$ cat config.mk
export PLATFORM = sky130hd
export DESIGN_NAME = fifo_sync_param
export DESIGN_NICKNAME = d
export VERILOG_FILES = /design/src/rtl/fifo_pkg.sv /design/src/rtl/fifo_mem.sv /design/src/rtl/fifo_sync_param.sv
export SDC_FILE = /design/constraint.sdc
export NUM_CORES = 1
export LEC_CHECK = 0
export BUFFER_PORTS_ARGS = -buffer_cell sky130_fd_sc_hd__buf_4
export CORE_MARGIN = 1
export CORE_UTILIZATION = 38
export CTS_CLUSTER_DIAMETER = 100
export DETAILED_ROUTE_END_ITERATION = 8
export PLACE_DENSITY_LB_ADDON = 0.08
export SLEW_MARGIN = 10
export SYNTH_ARGS = -nofsm -noshare
export SYNTH_HDL_FRONTEND = slang
export SYNTH_HIERARCHICAL = 1
export SYNTH_SLANG_ARGS = --single-unit
$ cat constraint.sdc
create_clock -name clk -period 3.9 [get_ports clk]
set_clock_uncertainty 0.2 [all_clocks]
set_input_delay 0 -clock clk [delete_from_list [all_inputs] [get_ports clk]]
set_output_delay 0 -clock clk [all_outputs]
set_load 0.01 [all_outputs]
$ cat src/rtl/fifo_pkg.sv
// fifo_pkg: shared definitions for the parametrised synchronous FIFO.
//   - default width/depth constants used as top-level parameter defaults
//   - pointer/index width helpers (pointer = index bits + one wrap bit)
//   - full/empty pointer compare
//   - packed status bundle
package fifo_pkg;

    localparam int unsigned DEF_DATA_W = 8;
    localparam int unsigned DEF_DEPTH  = 16;

    typedef struct packed {
        logic full;
        logic empty;
        logic almost_full;
        logic almost_empty;
        logic overflow;
        logic underflow;
    } fifo_status_t;

    // Pointer width: index bits plus one wrap bit.
    function automatic int unsigned ptr_w_of(input int unsigned depth);
        return int'($clog2(depth)) + 1;
    endfunction

    // Returns {full, empty} for two pw-bit pointers zero-extended to 32 bits.
    function automatic logic [1:0] ptr_cmp(input logic [31:0]  wp,
                                           input logic [31:0]  rp,
                                           input int unsigned  pw);
        logic [31:0] diff;
        logic [31:0] idx_mask;
        logic        idx_eq;
        logic        wrap_ne;
        diff     = wp ^ rp;
        idx_mask = (32'd1 << (pw - 1)) - 32'd1;
        idx_eq   = ((diff & idx_mask) == 32'd0);
        wrap_ne  = (((diff >> (pw - 1)) & 32'd1) == 32'd1);
        return {idx_eq && wrap_ne, diff == 32'd0};
    endfunction

endpackage

$ cat src/rtl/fifo_mem.sv
// fifo_mem: DEPTH x DATA_W register array, one synchronous write port and
// one combinational read port. Contents are never reset.
// Ports:
//   clk      clock
//   we_i     write enable
//   waddr_i  write index
//   wdata_i  write data
//   raddr_i  read index
//   rdata_o  read data (combinational)
module fifo_mem #(
    parameter int unsigned DATA_W = 8,
    parameter int unsigned DEPTH  = 16
) (
    input  logic                     clk,
    input  logic                     we_i,
    input  logic [$clog2(DEPTH)-1:0] waddr_i,
    input  logic [DATA_W-1:0]        wdata_i,
    input  logic [$clog2(DEPTH)-1:0] raddr_i,
    output logic [DATA_W-1:0]        rdata_o
);

    logic [DATA_W-1:0] mem_q [DEPTH];

    // Write port.
    always_ff @(posedge clk) begin
        if (we_i) begin
            mem_q[waddr_i] <= wdata_i;
        end
    end

    // Read port.
    assign rdata_o = mem_q[raddr_i];

endmodule

$ cat src/rtl/fifo_sync_param.sv
// fifo_sync_param: parametrised single-clock FIFO with occupancy count,
// programmable almost-full/almost-empty flags and overflow/underflow pulses.
// Optional macro FIFO_FWFT_EN selects first-word-fall-through: dout shows
// the head word combinationally; otherwise dout is registered (1-cycle
// latency after an accepted read, holds otherwise, 0 after reset).
// Ports:
//   clk, rst      clock; synchronous active-low reset
//   wr, din       write request and data
//   rd, dout      read request and data
//   empty, full   occupancy 0 / DEPTH
//   almost_full   count >= AF_LEVEL
//   almost_empty  count <= AE_LEVEL
//   count         occupancy 0..DEPTH
//   overflow      one-cycle pulse after a rejected write
//   underflow     one-cycle pulse after a rejected read
module fifo_sync_param
    import fifo_pkg::*;
#(
    parameter int unsigned DATA_W   = DEF_DATA_W,
    parameter int unsigned DEPTH    = DEF_DEPTH,
    parameter int unsigned AF_LEVEL = DEPTH - 2,
    parameter int unsigned AE_LEVEL = 2
) (
    input  logic                   clk,
    input  logic                   rst,
    input  logic                   wr,
    input  logic                   rd,
    input  logic [DATA_W-1:0]      din,
    output logic [DATA_W-1:0]      dout,
    output logic                   empty,
    output logic                   full,
    output logic                   almost_full,
    output logic                   almost_empty,
    output logic [$clog2(DEPTH):0] count,
    output logic                   overflow,
    output logic                   underflow
);

    localparam int unsigned PTR_W = ptr_w_of(DEPTH);
    localparam int unsigned IDX_W = PTR_W - 1;

    logic [PTR_W-1:0]  wr_ptr_q, wr_ptr_d;
    logic [PTR_W-1:0]  rd_ptr_q, rd_ptr_d;
    logic [PTR_W-1:0]  count_q, count_d;
    logic              ovf_q, ovf_d;
    logic              udf_q, udf_d;
    logic              wr_acc;
    logic              rd_acc;
    logic              mem_we;
    logic [1:0]        cmp_c;
    logic [DATA_W-1:0] rdata;
    fifo_status_t      status_c;

    assign cmp_c = ptr_cmp(32'(wr_ptr_q), 32'(rd_ptr_q), PTR_W);

    // Status bundle: full/empty from pointers, thresholds from registered count.
    always_comb begin
        status_c              = '0;
        status_c.full         = cmp_c[1];
        status_c.empty        = cmp_c[0];
        status_c.almost_full  = (count_q >= PTR_W'(AF_LEVEL));
        status_c.almost_empty = (count_q <= PTR_W'(AE_LEVEL));
        status_c.overflow     = ovf_q;
        status_c.underflow    = udf_q;
    end

    // Acceptance, pointer/count update and error pulses.
    always_comb begin
        wr_ptr_d = wr_ptr_q;
        rd_ptr_d = rd_ptr_q;
        count_d  = count_q;
        // A read on a full FIFO frees the slot the simultaneous write uses.
        wr_acc   = wr & (~status_c.full | rd);
        rd_acc   = rd & ~status_c.empty;
        if (wr_acc) begin
            wr_ptr_d = wr_ptr_q + PTR_W'(1);
        end
        if (rd_acc) begin
            rd_ptr_d = rd_ptr_q + PTR_W'(1);
        end
        case ({wr_acc, rd_acc})
            2'b10:   count_d = count_q + PTR_W'(1);
            2'b01:   count_d = count_q - PTR_W'(1);
            default: count_d = count_q;
        endcase
        ovf_d = wr & ~wr_acc;
        udf_d = rd & ~rd_acc;
    end

    always_ff @(posedge clk) begin
        if (!rst) begin
            wr_ptr_q <= '0;
            rd_ptr_q <= '0;
            count_q  <= '0;
            ovf_q    <= 1'b0;
            udf_q    <= 1'b0;
        end else begin
            wr_ptr_q <= wr_ptr_d;
            rd_ptr_q <= rd_ptr_d;
            count_q  <= count_d;
            ovf_q    <= ovf_d;
            udf_q    <= udf_d;
        end
    end

    // Writes in a reset cycle are dropped.
    assign mem_we = rst & wr_acc;

    fifo_mem #(
        .DATA_W (DATA_W),
        .DEPTH  (DEPTH)
    ) u_mem (
        .clk     (clk),
        .we_i    (mem_we),
        .waddr_i (wr_ptr_q[IDX_W-1:0]),
        .wdata_i (din),
        .raddr_i (rd_ptr_q[IDX_W-1:0]),
        .rdata_o (rdata)
    );

`ifdef FIFO_FWFT_EN
    // Head word falls through; undefined while empty.
    assign dout = rdata;
`else
    logic [DATA_W-1:0] dout_q, dout_d;

    // Capture the head on an accepted read, hold otherwise.
    always_comb begin
        dout_d = dout_q;
        if (rd_acc) begin
            dout_d = rdata;
        end
    end

    always_ff @(posedge clk) begin
        if (!rst) begin
            dout_q <= '0;
        end else begin
            dout_q <= dout_d;
        end
    end

    assign dout = dout_q;
`endif

    assign empty        = status_c.empty;
    assign full         = status_c.full;
    assign almost_full  = status_c.almost_full;
    assign almost_empty = status_c.almost_empty;
    assign overflow     = status_c.overflow;
    assign underflow    = status_c.underflow;
    assign count        = count_q;

endmodule

# After elaboration in Yosys (flattened, before gate mapping)
# Memories as Yosys holds them, arrays and structs flattened. A register that Yosys moved wholly into a read port is not among the register bits.
# Index checks and enable logic that the tools add are counted.
# word_totals
reg_bits	17
ramBits	128
out_inout_bits	19
memories	1
# classes
add_sub_neg	4
n_lt_le_gt_ge	2
n_eq_ne	2
n_mux	3
n_bitwise	11
reduce_logical	5
# memory_table
name	depth	width	read_ports	rd_clocked_by_memory_dff	wr	line_no	rtl
u_mem.mem_q	16	8	1	1	1	fifo_mem.sv:22	logic [DATA_W-1:0] mem_q [DEPTH];
# op_table
cell	count
zero test 32 bit	2
adder 5 x 1 -> 5 bit (second input constant)	3
one-hot mux 5 bit (2 select lines)	1
AND 1 bit	5
greater-or-equal comparator 5 x 4 -> 1 bit (second input constant)	1
<= comparator 5 x 2 -> 1 bit (second input constant)	1
subtractor 5 x 1 -> 5 bit (second input constant)	1
bitwise XOR 5 bit	1
NOT 1 bit	4
== test 2 x 1 -> 1 bit (second input constant)	1
== test 2 bit (second input constant)	1
two-way mux 1 bit	2
nonzero test 2 bit	1
logical AND 1 bit	1
zero test 1 bit	1
bitwise OR 1 bit	1

# Logic depth before layout (Yosys ltp)
# Gate-level depths: netlist of the first run.
# logic_depth
word_depth	9
ltp_mapped	13

# Hierarchy
# Netlist of the first run, hierarchy kept.
# modules_own_cells
module	instances	cells_per_inst	area_per_inst_um2	seq_area_each_um2
fifo_mem	1	221	4987.3	3843.7
fifo_sync_param	1	143	1265.0	500.5

# Least setup slack after synthesis of the first run
# Ideal clock, no wire load.
# synth_timing
path_type	reg-to-reg
from	register wr_ptr_q[0]
to	register count_q[4], in the netlist count[4]
arrival_ns	2.708
path_slack_ns	0.874
stages_incl_launch_ff	13
period_less_slack_ns	3.026
path_cell_list	dfxtp_1 -> xnor2_1 -> nand4_2 -> o21ai_2 -> buf_2 -> inv_1 -> ha_1 -> ha_1 -> nor2b_1 -> o21ai_0 -> a21oi_1 -> or3b_1 -> mux2i_1
# synth_lines
element	line_no	rtl
from (decl)	fifo_sync_param.sv:42	logic [PTR_W-1:0] wr_ptr_q, wr_ptr_d;
from (signal assigned)	fifo_sync_param.sv:98	wr_ptr_q <= wr_ptr_d;
bitwise XOR 5 bit *	fifo_pkg.sv:33	diff = wp ^ rp;
zero test 32 bit *	fifo_pkg.sv:37	return {idx_eq && wrap_ne, diff == 32'd0};
NOT 1 bit *	fifo_sync_param.sv:74	rd_acc = rd & ~status_c.empty;
AND 1 bit *	fifo_sync_param.sv:74	
via rd_acc	fifo_sync_param.sv:48	logic rd_acc;
== test 2 x 1 -> 1 bit or == test 2 bit (tied branches)	fifo_sync_param.sv:81	case ({wr_acc, rd_acc})
one-hot mux 5 bit (2 select lines) or nonzero test 2 bit (tied branches)	-	
to (signal assigned)	fifo_sync_param.sv:100	count_q <= count_d;
to (decl)	fifo_sync_param.sv:44	logic [PTR_W-1:0] count_q, count_d;
# Mark *: on every way through the listed nets, which the timed path passes. The rest lies on a longest branch.
# A chain may end at the register's enable or synchronous reset.

# Final worst setup path of the first run
# layout_timing
from	register wr_ptr_q[0]
to	register count_q[4], in the netlist count[4]
# layout_between
elab_chain_cells	8
# layout_rtl
element	line_no	rtl
bitwise XOR 5 bit *	fifo_pkg.sv:33	
zero test 32 bit	fifo_pkg.sv:35	idx_eq = ((diff & idx_mask) == 32'd0);
logical AND 1 bit	fifo_pkg.sv:37	
NOT 1 bit	fifo_sync_param.sv:73	wr_acc = wr & (~status_c.full | rd);
bitwise OR 1 bit	fifo_sync_param.sv:73	
AND 1 bit	fifo_sync_param.sv:73	
== test 2 x 1 -> 1 bit or == test 2 bit (tied branches)	fifo_sync_param.sv:81	
one-hot mux 5 bit (2 select lines) or nonzero test 2 bit (tied branches)	-	
# Mark *: on every way between the ends. The rest lies on a longest branch, timed or not.

==> results of run 1 <==
## layout make-up
class                           instances  share of cell area, %
Clock buffer                           18                   5.73
Tap cell                              216                   3.61
Clock inverter                         14                   2.09
Sequential cell                       153                   58.0
Multi-Input combinational cell        188                   23.6
Timing Repair Buffer                   62                   6.65
Inverter                                6                  0.301
## routing by layer
metal  wire length, µm  GRT usage [%]  share of wire (%)
met3               433           3.90                3.3
met5                 0              0                  0
met2              6200           26.3                 47
met4               155           6.57                1.2
met1              6270           23.0                 48
## how the worst min path moves through the flow
stage,startpoint,to,slack [ns],cells past startpoint
5_1_grt,din[5],u_mem/mem_q[5][5]$_DFFE_PP_,0.25,2
3_3_place_gp,wr,overflow$_SDFF_PN0_,0.10,2
6_report,din[1],u_mem/mem_q[1][1]$_DFFE_PP_,0.23,2
4_1_cts,din[1],u_mem/mem_q[2][1]$_DFFE_PP_,0.23,2
2_1_floorplan,din[0],u_mem/mem_q[0][0]$_DFFE_PP_,-0.10,0
3_5_place_dp,wr,overflow$_SDFF_PN0_,0.1,2
## cell usage after synthesis (all sizes together)
master,number
fa,1
buf,9
a21boi,4
nor3,5
inv,6
nand4,3
nand3b,2
clkbuf,5
o211ai,2
xnor2,9
a21o,1
a2111oi,1
a31o,1
and3,3
edfxtp,128
mux2i,3
dfxtp,25
nor2,15
and2,9
a22oi,16
mux4,32
clkdlybuf4s25,3
nor2b,3
xor2,3
ha,6
nand3,12
and2b,1
or3,4
o21ai,18
or3b,2
a21oi,2
nand2,26
nand2b,4
## flip-flops by register name, indices dropped and copies added, names as in the netlist
name,flops
rd_ptr_q,5
wr_ptr_q,5
dout,8
underflow,1
count,5
overflow,1
u_mem/mem_q,128
## where the power goes
part / switching, mW / leakage (nW) / internal, mW
clock network: 0.627 / 0.277 / 0.996
registers: 0.0380 / 1.36 / 1.81
logic: 0.277 / 0.911 / 0.268
total: 0.943 / 2.54 / 3.08
## metrics by stage
step	hold slack (ns)	area [µm²]	power, mW	setup WS, ns	std cells
global route	0.247	7490	4.19	0.288	657
detailed placement	0.0964	6770	2.43	0.550	612
floorplan	-0.101	6250	2.26	0.874	364
global placement	0.103	6770	2.43	0.602	612
finish	0.227	7490	4.02	0.558	657
CTS	0.226	7490	4.07	0.534	657
## critical path, stage by stage (launching register included)
cell and delay [ns]:
dfxtp_1 0.55, xnor2_1 0.19, nand4_2 0.23, nor3_4 0.28
nor2b_1 0.17, inv_1 0.09, ha_1 0.22, inv_1 0.10
fa_1 0.41, nor2b_1 0.12, o21ai_0 0.10, nand3_1 0.09
or3b_1 0.36, mux2i_1 0.12
## kinds of logic (layout without fill, tap and decap cells)
group / Yosys count / after routing
AO/OA/AOI/OAI: 45 / 45
XOR/XNOR: 12 / 12
adder cells (fa/ha/maj): 7 / 7
buffers and inverters: 23 / 100
flip-flops: 153 / 153
multiplexers: 35 / 35
AND/OR/NAND/NOR: 89 / 89
==> results_dict.tcl, run 1 <==
set metrics [dict create \
    core_area_um2 16000 \
    layout_common_cells "edfxtp_1, buf_4, nand2_1" \
    synthAdderAreaFrac_pct 1.52 \
    crit_end "count[4]$_SDFFE_PN0P_" \
    grt_pass1_vias 3273 \
    synth.mux.area_fraction_pct 12.8 \
    drv_cap 0 \
    die_y_um 130 \
    slew_headroom_pct 40.0 \
    start_kind "flop" \
    cts_setup_buffers 0 \
    diodes 0 \
    worstSetupEndpointType "flop" \
    ir_worst_vdd_mv 0.292 \
    status "finished clean" \
    cts_made_buffers 17 \
    gr-total-overflow 0 \
    vias 3360 \
    numPortBuffers 30 \
    drive_gt1_share_pct 23.4 \
    holdBufCountCts 13 \
    period_minus_slack_ns 3.34 \
    nets 447 \
    r2r-end "count[4]$_SDFFE_PN0P_" \
    crit_path_start "wr_ptr_q[0]$_SDFFE_PN0P_" \
    layout_commonest_cell "edfxtp_1" \
    dieArea_um2 17000 \
    avgSynthCellArea_um2 17.2 \
    cts_sinks 153 \
    dp_hpwl_mm 8.26 \
    wire_per_inst_um 19.9 \
    groute.usage.overall_pct 16.9 \
    hp-class "input port to flop" \
    reg2reg_depth 13 \
    timing.fmax_mhz 299 \
    drc 0 \
    synth-compound-area-share_pct 4.70 \
    synthToLayoutAreaGrowth_pct 19.7 \
    floorplan.die.width_um 130 \
    pin_count 31 \
    tightest_slew_ns 0.896 \
    timing_worst_setup_path_type "flop to flop" \
    synth.largest_area_cell "edfxtp_1" \
    rsz0062_at_grt "no" \
    viasPerCell 5.11 \
    clk_pin_slew_ns 0.06 \
    rrSetupSlack_ns 0.56 \
    multiInputGateArea_um2 1760 \
    antenna_found_initial 0 \
    syn_area_um2 6250 \
    ant_nets 0 \
    final_util_pct 46.8 \
    synth_top_area_share_pct 61.5 \
    final_hold_viol_count 0 \
    synth.area.top_cells "edfxtp_1, dfxtp_1, mux4_2" \
    cts_buffer_depth 2 \
    p_leak_nw 2.54 \
    crit_arrival_ns 3.44 \
    synth_seq_area_share_pct 69.5 \
    synthCells 364 \
    drt_iter0_drc 168 \
    r2r_start "wr_ptr_q[0]$_SDFFE_PN0P_" \
    initial_core_util_pct 39.1 \
    synth_nets 383 \
    cp_max_fo 12 \
    setup_violations 0 \
    ys_ff_latch 153 \
    cts.repair.resized 0 \
    first_pass_iters 4 \
    yosys.area_share.simple_pct 7.34 \
    fill_cells 1418 \
    final_max_slew_viol_count 0 \
    regArea_um2 4350 \
    critPathRequiredTime_ns 4.00 \
    synth-xor-area-share_pct 1.80 \
    row_count 46 \
    powerDensity_nw_per_um2 537 \
    grt_max_degree 39 \
    ys_warn_count 6 \
    synth_cell_types 42 \
    grt_pass1_wl_mm 19.9 \
    fin_tns_setup_ns 0 \
    htree_levels 4 \
    cts_root_buf "clkbuf_16" \
    wirelength_mm 13.1 \
    clock_latency_ns 0.42 \
    place_congestion 0.761 \
    cts_tree "built" \
    synth_top_family_by_area "multiplexers" \
    fin_crit_sh_pct 85.7 \
]
(Power assumes the default switching activity.)
==> inputs of run 2 (changes only) <==
--- a/config.mk
+++ b/config.mk
@@ -6,6 +6,8 @@
 export NUM_CORES = 1
 export LEC_CHECK = 0
 export BUFFER_PORTS_ARGS = -buffer_cell sky130_fd_sc_hd__buf_4
+export CELL_PAD_IN_SITES_DETAIL_PLACEMENT = 1
+export CELL_PAD_IN_SITES_GLOBAL_PLACEMENT = 1
 export CORE_MARGIN = 1
 export CORE_UTILIZATION = 38
 export CTS_CLUSTER_DIAMETER = 100
==> run 2 against run 1 <==
Effect of this change: sequential power is essentially flat; core utilization shrank 0.33 points; worst hold slack gained 0.030 ns; global-route usage grew 1.1 points.
==> results_dict.tcl, run 2 (same netlist as run 1, synthesis figures left out) <==
set metrics [dict create \
    rrSetupSlack_ns 0.51 \
    cts_root_buf "clkbuf_16" \
    diodes 0 \
    ant_nets 0 \
    viasPerCell 5.20 \
    first_pass_iters 4 \
    reg2reg_depth 13 \
    numPortBuffers 30 \
    slowest_delay_ns 0.56 \
    p_leak_nw 2.51 \
    wirelength_mm 13.9 \
    core_area_um2 16000 \
    cts_tree "built" \
    critPathRequiredTime_ns 4.01 \
    finalInstanceArea_um2 7430 \
    grt_pass1_vias 3395 \
    drc 0 \
    status "finished clean" \
    dieArea_um2 17000 \
    floorplan.die.width_um 130 \
    grtUsageMet3_pct 4.51 \
    initial_core_util_pct 39.1 \
    grtUsageMet1_pct 24.1 \
    row_count 46 \
    place_congestion 0.731 \
    power_mw 4.10 \
    die_y_um 130 \
    start_kind "flop" \
    synthToLayoutAreaGrowth_pct 18.9 \
    wire_per_inst_um 21.5 \
    cts_setup_buffers 0 \
    timing.fmax_mhz 295 \
    cp_top_family "simple AND/OR/NAND/NOR gates" \
    cpMaxStageDelayCell "dfxtp_1" \
    clock_latency_ns 0.42 \
    r2r-end "count[4]$_SDFFE_PN0P_" \
    fill_cells 1594 \
    drive_gt1_share_pct 22.2 \
    crit_chain "xnor2_1, nand4_2, nor3_4, nor2b_1, inv_1, ha_1, inv_1, fa_1, nor2b_1, o21ai_0, nand3_1, or3b_1, mux2i_1" \
    groute.usage.overall_pct 18.0 \
    fin_crit_sh_pct 87.0 \
    hp-class "input port to flop" \
    rsz0062_at_grt "no" \
    cts_buffer_depth 2 \
    grt.busiest_layer "met2" \
    powerDensity_nw_per_um2 552 \
    final_max_slew_viol_count 0 \
    cts_made_buffers 17 \
    grt_max_degree 39 \
    worst-path-stages 13 \
    layout_common_cells "edfxtp_1, buf_4, nand2_1" \
    r2r_start "wr_ptr_q[0]$_SDFFE_PN0P_" \
    drv_cap 0 \
    placed_area_um2 6700 \
    setup_violations 0 \
    timing_worst_setup_path_type "flop to flop" \
    vias 3369 \
    ir_worst_vdd_mv 0.322 \
    gr-total-overflow 0 \
    holdCritStartpoint "din[3]" \
    pin_count 31 \
    cts_sinks 153 \
    period_minus_slack_ns 3.39 \
    largest_reg_flops 128 \
    nets 438 \
    path_buf_inv 2 \
    antenna_found_initial 0 \
    hold_end "u_mem/mem_q[8][3]$_DFFE_PP_" \
    layout_commonest_cell "edfxtp_1" \
    dp_hpwl_mm 8.66 \
    grt_pass1_wl_mm 20.7 \
    gr-usage-met2_pct 28.7 \
    fin_tns_setup_ns 0 \
    clk_pin_slew_ns 0.07 \
    hold_depth 2 \
    final_hold_viol_count 0 \
    cp_max_fo 12 \
    tightest_slew_ns 0.870 \
    crit_arrival_ns 3.50 \
    worstSetupEndpointType "flop" \
    largest_register "u_mem/mem_q" \
    htree_levels 4 \
    drt_iter0_drc 193 \
    slew_headroom_pct 41.8 \
]
## run 2: cell types whose count changed in the layout (fill, tap and decap cells not counted), sizes merged
cell      previous run  this run
bufinv               3         2
clkinv               7         2
clkinvlp             4         1
clkbuf              18        17
buf                 49        40
inv                  6        16
## run 2: cell type report
type	count	area, µm²	area share, %
clock buffer	17	425	5.72
clock inverter	15	175	2.36
inverter	6	22.5	0.303
multi-input combinational	188	1760	23.7
sequential	153	4350	58.5
tap	216	270	3.64
timing repair buffer	53	430	5.79
## run 2: metal layers
layer	vias up	share of wire (%)	wire length (µm)
li1	1557	-	-
met1	1739	48	6660
met2	59	47	6560
met3	14	3.9	544
met4	0	1.1	155
met5	-	0	0
## run 2: repair_timing
item | 4_1_cts | 5_1_grt
endpoints found under the setup margin | 0 | 0
hold buffers | 13 | 0
hold endpoints to repair | 153 | 0
gates resized for setup | 0 | 0
## run 2: worst max-delay path by stage
stage	start	slack, ns	endpoint
2_1_floorplan	wr_ptr_q[0]$_SDFFE_PN0P_	0.87	count[4]$_SDFFE_PN0P_
3_3_place_gp	wr_ptr_q[0]$_SDFFE_PN0P_	0.60	count[4]$_SDFFE_PN0P_
3_5_place_dp	wr_ptr_q[0]$_SDFFE_PN0P_	0.49	count[4]$_SDFFE_PN0P_
4_1_cts	wr_ptr_q[0]$_SDFFE_PN0P_	0.47	count[4]$_SDFFE_PN0P_
5_1_grt	wr_ptr_q[0]$_SDFFE_PN0P_	0.18	count[4]$_SDFFE_PN0P_
6_report	wr_ptr_q[0]$_SDFFE_PN0P_	0.51	count[4]$_SDFFE_PN0P_
## run 2: power by group
part           switching (mW)  total (mW)  leakage [nW]  internal, mW
combinational           0.299       0.568         0.862         0.269
sequential             0.0401        1.85          1.36          1.81
clock                   0.712        1.68         0.293         0.968
## run 2: stage by stage
| stage | util, % | std cells | setup WS, ns | hold slack, ns |
|---|---|---|---|---|
| after floorplan | - | 364 | 0.874 | -0.101 |
| after global routing | 46.5 | 648 | 0.185 | 0.256 |
| after global placement | 41.9 | 603 | 0.604 | 0.100 |
| after CTS | 46.5 | 648 | 0.470 | 0.235 |
| after detailed placement | 41.9 | 603 | 0.486 | 0.0808 |
| final | 46.5 | 648 | 0.506 | 0.257 |
